[src/rtl/ps2_host_transmitter.sv]
// PS/2 host-to-device command transmitter: sends one byte with odd parity
// over the open-drain PS2_CLK/PS2_DATA pair and reports done/ack/timeout.
// Ports: Master_Clock_In/Reset_In (sync, active-high); Tx_Data_In,
//   Tx_Valid_In, Tx_Ready_Out byte handshake; PS2_Clk_In/PS2_Data_In raw
//   pads; PS2_*_Drive_Out pull-low enables; Busy_Out bus ownership;
//   Tx_Done_Out, Tx_Ack_Err_Out, Tx_Timeout_Out one-cycle status pulses.
// Build option: define PS2_TX_RETRY_EN to retry failed frames up to
//   MAX_RETRIES times before reporting the error.
module ps2_host_transmitter #(
   parameter int INHIBIT_CYCLES       = 3000,
   parameter int REQ_CYCLES           = 25,
   parameter int START_TIMEOUT_CYCLES = 375000,
   parameter int XFER_TIMEOUT_CYCLES  = 50000,
   parameter int FILTER_LEN           = 8,
   parameter int MAX_RETRIES          = 2
) (
   input  logic       Master_Clock_In,
   input  logic       Reset_In,
   input  logic [7:0] Tx_Data_In,
   input  logic       Tx_Valid_In,
   output logic       Tx_Ready_Out,
   input  logic       PS2_Clk_In,
   input  logic       PS2_Data_In,
   output logic       PS2_Clk_Drive_Out,
   output logic       PS2_Data_Drive_Out,
   output logic       Busy_Out,
   output logic       Tx_Done_Out,
   output logic       Tx_Ack_Err_Out,
   output logic       Tx_Timeout_Out
);

   localparam int MAX_AB = (INHIBIT_CYCLES > REQ_CYCLES) ?
                           INHIBIT_CYCLES : REQ_CYCLES;
   localparam int MAX_CD = (START_TIMEOUT_CYCLES > XFER_TIMEOUT_CYCLES) ?
                           START_TIMEOUT_CYCLES : XFER_TIMEOUT_CYCLES;
   localparam int MAX_C  = (MAX_AB > MAX_CD) ? MAX_AB : MAX_CD;
   localparam int CW     = $clog2(MAX_C + 1);
   localparam int FW     = $clog2(FILTER_LEN + 1);
   localparam int RW     = $clog2(MAX_RETRIES + 2);
`ifdef PS2_TX_RETRY_EN
   localparam int RETRY_LIM = MAX_RETRIES;
`else
   localparam int RETRY_LIM = 0;
`endif

   typedef enum logic [2:0] {
      S_IDLE,
      S_INHIBIT,
      S_REQ,
      S_WAIT_CLK,
      S_SEND,
      S_ACK,
      S_WAIT_IDLE,
      S_ERR
   } state_t;

   state_t          state, state_nxt;
   logic [CW-1:0]   timer;
   logic [CW-1:0]   xfer;
   logic [3:0]      bit_idx;
   logic [8:0]      frame;
   logic [8:0]      shreg;
   logic            err_to;
   logic [RW-1:0]   retry_cnt;
   logic            accept;
   logic            fail_to, fail_ack;
   logic            retry_ok;

   // Pad conditioning: [0] = clock, [1] = data
   logic [1:0]      pad, s1, s2, filt;
   logic [FW-1:0]   fcnt [2];
   logic            clk_prev;
   logic            clk_fall;

   assign pad = {PS2_Data_In, PS2_Clk_In};

   // A filtered line only follows the synchronised pad after
   // FILTER_LEN consecutive samples that disagree with it.
   always_ff @(posedge Master_Clock_In) begin
      if (Reset_In) begin
         s1       <= 2'b11;
         s2       <= 2'b11;
         filt     <= 2'b11;
         fcnt[0]  <= '0;
         fcnt[1]  <= '0;
         clk_prev <= 1'b1;
      end else begin
         s1       <= pad;
         s2       <= s1;
         clk_prev <= filt[0];
         for (int i = 0; i < 2; i++) begin
            if (s2[i] == filt[i]) begin
               fcnt[i] <= '0;
            end else if (fcnt[i] == FW'(FILTER_LEN - 1)) begin
               fcnt[i] <= '0;
               filt[i] <= s2[i];
            end else begin
               fcnt[i] <= fcnt[i] + 1'b1;
            end
         end
      end
   end

   assign clk_fall = clk_prev & ~filt[0];
   assign accept   = Tx_Valid_In & Tx_Ready_Out;
   assign retry_ok = (retry_cnt != RW'(RETRY_LIM));

   always_comb begin
      state_nxt = state;
      fail_to   = 1'b0;
      fail_ack  = 1'b0;
      unique case (state)
         S_IDLE: begin
            if (accept) state_nxt = S_INHIBIT;
         end
         S_INHIBIT: begin
            if (timer == CW'(INHIBIT_CYCLES - 1)) state_nxt = S_REQ;
         end
         S_REQ: begin
            if (timer == CW'(REQ_CYCLES - 1)) state_nxt = S_WAIT_CLK;
         end
         S_WAIT_CLK: begin
            if (clk_fall) state_nxt = S_SEND;
            else if (timer >= CW'(START_TIMEOUT_CYCLES - 1)) fail_to = 1'b1;
         end
         S_SEND: begin
            if (xfer >= CW'(XFER_TIMEOUT_CYCLES - 1)) fail_to = 1'b1;
            else if (clk_fall && bit_idx == 4'd8) state_nxt = S_ACK;
         end
         S_ACK: begin
            if (xfer >= CW'(XFER_TIMEOUT_CYCLES - 1)) fail_to = 1'b1;
            else if (clk_fall) begin
               if (filt[1]) fail_ack = 1'b1;
               else         state_nxt = S_WAIT_IDLE;
            end
         end
         S_WAIT_IDLE: begin
            if (filt[0] && filt[1]) state_nxt = S_IDLE;
         end
         S_ERR: begin
            state_nxt = S_IDLE;
         end
         default: state_nxt = S_IDLE;
      endcase
      if (fail_to || fail_ack) state_nxt = retry_ok ? S_INHIBIT : S_ERR;
   end

   always_ff @(posedge Master_Clock_In) begin
      if (Reset_In) begin
         state     <= S_IDLE;
         timer     <= '0;
         xfer      <= '0;
         bit_idx   <= '0;
         frame     <= '0;
         shreg     <= '0;
         err_to    <= 1'b0;
         retry_cnt <= '0;
      end else begin
         state <= state_nxt;

         // Per-state timer restarts on every state change
         if (state_nxt != state)   timer <= '0;
         else if (timer != '1)     timer <= timer + 1'b1;

         if (accept) begin
            frame     <= {~^Tx_Data_In, Tx_Data_In};
            retry_cnt <= '0;
         end else if ((fail_to || fail_ack) && retry_ok) begin
            retry_cnt <= retry_cnt + 1'b1;
         end

         // First device edge: load the frame, start the transfer timer
         if (state == S_WAIT_CLK && state_nxt == S_SEND) begin
            shreg   <= frame;
            bit_idx <= '0;
            xfer    <= '0;
         end else begin
            if (state == S_SEND && clk_fall) begin
               shreg   <= {1'b0, shreg[8:1]};
               bit_idx <= bit_idx + 1'b1;
            end
            if ((state == S_SEND || state == S_ACK) && xfer != '1)
               xfer <= xfer + 1'b1;
         end

         if (state_nxt == S_ERR) err_to <= fail_to;
      end
   end

   assign Tx_Ready_Out       = (state == S_IDLE);
   assign Busy_Out           = (state != S_IDLE);
   assign PS2_Clk_Drive_Out  = (state == S_INHIBIT) || (state == S_REQ);
   // Start bit is the data pull held from REQ through WAIT_CLK
   assign PS2_Data_Drive_Out = (state == S_REQ) || (state == S_WAIT_CLK) ||
                               ((state == S_SEND) && !shreg[0]);
   assign Tx_Done_Out        = (state == S_WAIT_IDLE) && filt[0] && filt[1];
   assign Tx_Ack_Err_Out     = (state == S_ERR) && !err_to;
   assign Tx_Timeout_Out     = (state == S_ERR) && err_to;

endmodule
[config.mk]
export PLATFORM = sky130hd
export DESIGN_NAME = ps2_host_transmitter
export DESIGN_NICKNAME = d
export VERILOG_FILES = /design/src/rtl/ps2_host_transmitter.sv
export SDC_FILE = /design/constraint.sdc
export NUM_CORES = 1
export LEC_CHECK = 0
export ABC_AREA = 1
export CORE_ASPECT_RATIO = 1.1
export CORE_MARGIN = 2
export CORE_UTILIZATION = 30
export DETAILED_ROUTE_END_ITERATION = 6
export SLEW_MARGIN = 10
export SYNTH_ARGS = -nofsm -noshare
export SYNTH_HDL_FRONTEND = slang
export SYNTH_SLANG_ARGS = --single-unit
[constraint.sdc]
create_clock -name Master_Clock_In -period 2 [get_ports Master_Clock_In]
set_input_delay 0.6 -clock Master_Clock_In [delete_from_list [all_inputs] [get_ports Master_Clock_In]]
set_output_delay 0.6 -clock Master_Clock_In [all_outputs]
set_load 0.005 [all_outputs]
==> Word level (Yosys, flattened, before mapping) <==
Memories as Yosys holds them, arrays and structs flattened.
Cells that the tools add are included.
{ "op_classes": {"muxes": 53, "bitwise": 11, "reduce_logical": 29, "n_eq_ne": 19, "n_lt_le_gt_ge": 2, "n_addsub": 6} }
{ "ops": {"columns": ["cell", "count"], "rows": [
  ["19-bit by 1-bit adder with 19-bit output, second input constant", 2],
  ["19-bit != test, second input constant", 2],
  ["3-bit 2-to-1 mux", 12],
  ["1-bit 2-to-1 mux", 31],
  ["4-bit 2-to-1 mux", 6],
  ["3-bit case mux with 8 select lines", 1],
  ["19-bit by 12-bit equality test with 1-bit output, second input constant", 1],
  ["19-bit by 5-bit equality test with 1-bit output, second input constant", 1],
  ["19-bit by 16-bit greater-or-equal comparator with 1-bit output, second input constant", 1],
  ["19-bit greater-or-equal comparator, second input constant", 1],
  ["3-bit equality test, second input constant", 6],
  ["9-bit 2-to-1 mux", 2],
  ["4-bit by 1-bit adder with 4-bit output, second input constant", 3],
  ["1-bit logical AND", 11],
  ["4-bit by 3-bit equality test with 1-bit output, second input constant", 2],
  ["2-bit OR reduction", 4],
  ["8-bit XNOR reduction", 1],
  ["3-bit by 2-bit equality test with 1-bit output, second input constant", 2],
  ["1-bit OR", 6],
  ["1-bit logical OR", 5],
  ["4-bit equality test, second input constant", 1],
  ["2-bit AND reduction", 2],
  ["2-bit nonzero test", 2],
  ["3-bit by 1-bit equality test with 1-bit output, second input constant", 1],
  ["9 further kinds", 14]
]} }
{ "word_totals": {"ramBits": 8, "elab_cells": 134, "reg_bits": 73, "input_bits": 13, "output_inout_bits": 7, "mem_count": 1} }
{ "memory_table": {"columns": ["name", "depth", "word_bits", "read_ports", "rd_clocked_by_memory_dff", "write_ports", "line_no", "text"], "rows": [
  ["fcnt", 2, 4, 2, 0, 2, "71", "logic [FW-1:0] fcnt [2];"]
]} }

==> Depth between registers and ports, before layout <==
{ "depth": {"depth_word": 10, "ltp_mapped": 19, "mapped_depth_nobuf": 18} }

==> Least setup slack after synthesis <==
No wires, ideal clock.
{ "synth_path": {"path_kind": "register to register", "start": "register timer[0]", "end": "register timer[11]", "t_required_ps": 1880, "setup_slack_ps": 44, "synth_period_minus_slack_ps": 1956, "path_buffers": 0, "stages_incl_launch_ff": 16, "setup_ps": 120, "arrival_ps": 1836, "path_cell_list": "dfxtp_1 > ha_1 > nand2_1 > nor2_1 > nand2_1 > nor2_1 > nand2_1 > nor2_2 > nand2_2 > nand2_1 > nor2_1 > nand3_1 > nor2_1 > nand2_1 > xor2_1 > nor2_4"} }
{ "synth_between": {"elab_chain_len": 8, "word_cells_on_any_way": 15, "cone_classes": "1 x add/sub; 1 x order compare; 4 x eq/ne; 7 x mux; 2 x reduce/logical"} }
{ "synth_lines": {"columns": ["element", "line_no", "text"], "rows": [
  ["from (decl)", "58", "logic [CW-1:0] timer;"],
  ["from (signal assigned)", "163", "else if (timer != '1) timer <= timer + 1'b1;"],
  ["19-bit greater-or-equal comparator", "124", "else if (timer >= CW'(START_TIMEOUT_CYCLES - 1)) fail_to = 1'b1;"],
  ["1-bit 2-to-1 mux", "124", null],
  ["1-bit 2-to-1 mux", "123", "if (clk_fall) state_nxt = S_SEND;"],
  ["1-bit case mux with 2 select lines", "112", "unique case (state)"],
  ["1-bit logical OR", "145", "if (fail_to || fail_ack) state_nxt = retry_ok ? S_INHIBIT : S_ERR;"],
  ["3-bit 2-to-1 mux", "145", null],
  ["3-bit != test", "162", "if (state_nxt != state) timer <= '0;"],
  ["2-bit OR reduction (no source line)", null, null]
]} }
Several ways; a longest one is shown, not always the timed one.
A chain may end at the register's enable or synchronous reset.

==> Worst setup path after layout <==
{ "layout_path": {"start": "register timer[9]", "end": "register timer[0]"} }
The elaborated chain is that of the path after synthesis.

==> metrics.md <==
| Metric | Value |
|---|---|
| Library cell occupying the most area in the post-synthesis netlist | `sky130_fd_sc_hd__dfxtp_1` |
| RSZ-0062 raised after global routing | `yes` |
| Final setup violating endpoints | `0` |
| Overall track demand over capacity in global routing | `12.6%` |
| Min setup slack post-route | `0.00739 ns` |
| Leading post-synthesis cells by instance count | `144 x sky130_fd_sc_hd__nand2_1, 85 x sky130_fd_sc_hd__nor2_1, 73 x sky130_fd_sc_hd__dfxtp_1` |
| EDFF count, synth | `8` |
| Clock latency of the later-clocked register in the worst-skew pair | `0.35 ns` |
| P per Cell Area | `596 nW/um^2` |
| Arrival time at the worst endpoint | `2.23 ns` |
| Bufs on Longest Clock Path | `2` |
| Startpoint types | `flip-flop` |
| Synthesis-stage register bit count | `81` |
| Filler Cells Inserted | `1,512` |
| Core region area | `14,400 um^2` |
| Die X-Extent | `119 um` |
| Post-route fraction of the period consumed by the critical path | `99.6%` |
| I/O pin count | `20` |
| Number of library cell types mapped by synthesis | `38` |
| Routed len/inst | `10.5 um` |
| Worst slack at placement | `-0.0393 ns` |
| Kind of critical path | `flip-flop to flip-flop` |
| Routability-driven placement congestion ratio | `0.827` |
| Kind of end point of the critical path | `flip-flop` |
| Wire length of the first global-routing pass | `16.0 mm` |
| Required arrival time at the worst endpoint | `2.23 ns` |
| Time the final worst path needs with I/O delays and setup | `1.99 ns` |
| Number of core rows | `46` |
| Port Buffers | `19` |
| Clock root buffer | `sky130_fd_sc_hd__clkbuf_16` |
| Initial antenna violation count | `0` |
| Maximum level of the CTS H-tree | `3` |
| Number of instances on the worst hold path | `1` |
| Most frequently used cell type in the post-synthesis netlist | `sky130_fd_sc_hd__nand2_1` |
| Die ar. | `15,600 um^2` |
| Hold Violations, Final | `0` |
| Synth top area cells | `sky130_fd_sc_hd__dfxtp_1 33%, sky130_fd_sc_hd__nand2_1 12%, sky130_fd_sc_hd__nor2_1 7.3%` |
| Setup Total Neg Slack | `0 ns` |
| Initial cell density of the core | `30.6%` |
| TritonCTS clock tree | `done` |
| DP Cell Count | `876` |
| IR drop worst, VDD | `0.000354 V` |
| Area Overhead vs Synth | `33.5%` |
| Fin cells | `902` |
| Gate Count Post-Synth | `610` |
| R2R depth | `17` |
| Via/cell ratio | `4.38` |
| Post-detail-place hpwl | `7.09 mm` |
| Share of cells above drive strength 1 | `28.2%` |
| Static leakage | `2.39 nW` |
| Number of nets in the finished design | `726` |
| Via count | `3,952` |
| Util after Layout | `40.8%` |
| Hold WS | `0.409 ns` |
| Worst clock skew on the final layout | `0.00886 ns` |
| Avg Inst Size Synth | `7.21 um^2` |
| Share of the yosys chip area belonging to registers | `38.7%` |
| ANT nets after route | `0` |
| Router iterations before antenna repair | `5` |
| Class of the most critical hold timing path | `flip-flop to flip-flop` |
| Maximum number of pins on one net before global-route repair | `22` |
| Max-Cap Viols | `0` |
| ANT cells | `0` |
| Fraction of synthesis flops using an asynchronous set or reset pin | `0%` |
| Fmax | `502 MHz` |
| Final max-slew violation count | `0` |
| Worst-path maximum fanout | `8` |
| Initial DRC Count | `170` |
| Number of design rule violations left after detail routing | `0` |
| Ys Warns | `0` |
| Clock transition at the registers of the reported paths | `0.06 ns` |
| Via count of the first global-routing pass | `3,651` |
| Area share of the leading cell type in the synthesized netlist | `33.2%` |
| DRT Wirelength | `9.44 mm` |
| Residual overflow from global routing | `0` |
| Cell Area, Synth | `4400 um^2` |
| Outcome | `finished, final reports clean` |
| Number of clock sinks | `81` |
| Top FF cell, synth | `sky130_fd_sc_hd__dfxtp_1` |
| Number of buffers created by CTS | `9` |
| Floorplan die height | `131 um` |
## timing repair
action                                  CTS  global route
gates cloned                              0             0
resized for setup                        39            46
endpoints found under the setup margin   22            33
pin swaps                                16            14
buffers inserted                          6             4
hold buffers                              0             0
## logic make-up after synthesis
logic type / after synthesis / synth area share, %
and+or+nand+nor: 350 / 38.0
xor gates and xnor gates: 29 / 5.78
DFF: 81 / 38.7
buffers and inverters: 77 / 7.20
adders and majority gates: 8 / 2.28
AOI/OAI and AO/OA: 64 / 7.94
other: 1 / 0.0853
## power by group
| part | internal (mW) | switching, mW |
|---|---|---|
| sequential | 1.67 | 0.0217 |
| combinational | 0.130 | 0.143 |
| clock | 0.848 | 0.687 |
| total | 2.65 | 0.852 |
## sequential cells by signal (all words and copies together) (netlist names), 3 cells and up
signal,cells
shreg,9
state,3
frame,9
xfer,19
bit_idx,4
timer,19
fcnt,8
## per-layer routing
layer  vias to the layer above  wire [um]  global-route usage [%]
met5                         -          0                       0
met4                         0        212                    6.37
met3                        15        251                    2.30
met2                        44       4540                    21.8
met1                      1750       4430                    15.2
li1                       2143          -                       -
## layout by cell type, fill, tap and decap left out, drive strengths merged
master         instances
nand2                159
nor2                 107
dfxtp                 73
buf                   71
inv                   67
nand3                 37
a21oi                 36
xor2                  21
nor3                  14
o21ai                 13
clkdlybuf4s50         12
nand4                 12
clkbuf                 9
a31oi                  8
edfxtp                 8
conb                   8
xnor2                  8
ha                     8
nor3b                  6
dlygate4sd2            6
or2                    5
nand3b                 4
nor4                   4
clkinv                 3
a211oi                 2
o211ai                 2
and3                   1
o22ai                  1
and3b                  1
a41oi                  1
o221ai                 1
clkinvlp               1
dlymetal6s2s           1
## worst paths after layout
check	slack, ns	to	startpoint
setup / recovery	0.007	timer[0]$_SDFFE_PP0P_	timer[9]$_SDFFE_PP0P_
hold / removal	0.41	s2[0]$_SDFF_PP1_	s1[0]$_SDFF_PP1_
setup reg to reg	0.007	timer[0]$_SDFFE_PP0P_	timer[9]$_SDFFE_PP0P_
hold reg to reg	0.41	s2[0]$_SDFF_PP1_	s1[0]$_SDFF_PP1_
## layout make-up
type                       count  area [um^2]  share of cell area (%)
multi-input combinational    459         2630                    44.7
sequential                    81         1730                    29.5
timing repair buffer          90          756                    12.9
inverter                      64          240                    4.09
tap                          192          240                    4.09
clock buffer                   9          225                    3.84
clock inverter                 7         51.3                   0.874
## worst max-delay path: stages (launching register included)
cell and delay (ns):
sky130_fd_sc_hd__dfxtp_2 0.35, sky130_fd_sc_hd__nor2_2 0.14, sky130_fd_sc_hd__nand2_2 0.08, sky130_fd_sc_hd__a21oi_2 0.11
sky130_fd_sc_hd__nand2_1 0.07, sky130_fd_sc_hd__nand2_1 0.07, sky130_fd_sc_hd__nand3_2 0.10, sky130_fd_sc_hd__nand2_4 0.11
sky130_fd_sc_hd__nand2_4 0.06, sky130_fd_sc_hd__nor2_4 0.11, sky130_fd_sc_hd__nand2_2 0.07, sky130_fd_sc_hd__nor2_4 0.13
sky130_fd_sc_hd__nand2_1 0.06, sky130_fd_sc_hd__nand2_1 0.08, sky130_fd_sc_hd__nor2_2 0.05, sky130_fd_sc_hd__nand2_4 0.10
sky130_fd_sc_hd__buf_12 0.15, sky130_fd_sc_hd__nor2_1 0.04
## metrics by stage
step	power, mW	instance area [um^2]
2_1_floorplan	1.88	4420
3_3_place_gp	1.98	5270
3_5_place_dp	1.98	5270
4_1_cts	3.53	5660
5_1_grt	3.64	5870
6_report	3.50	5870
Power figures use the tool's default switching activity.
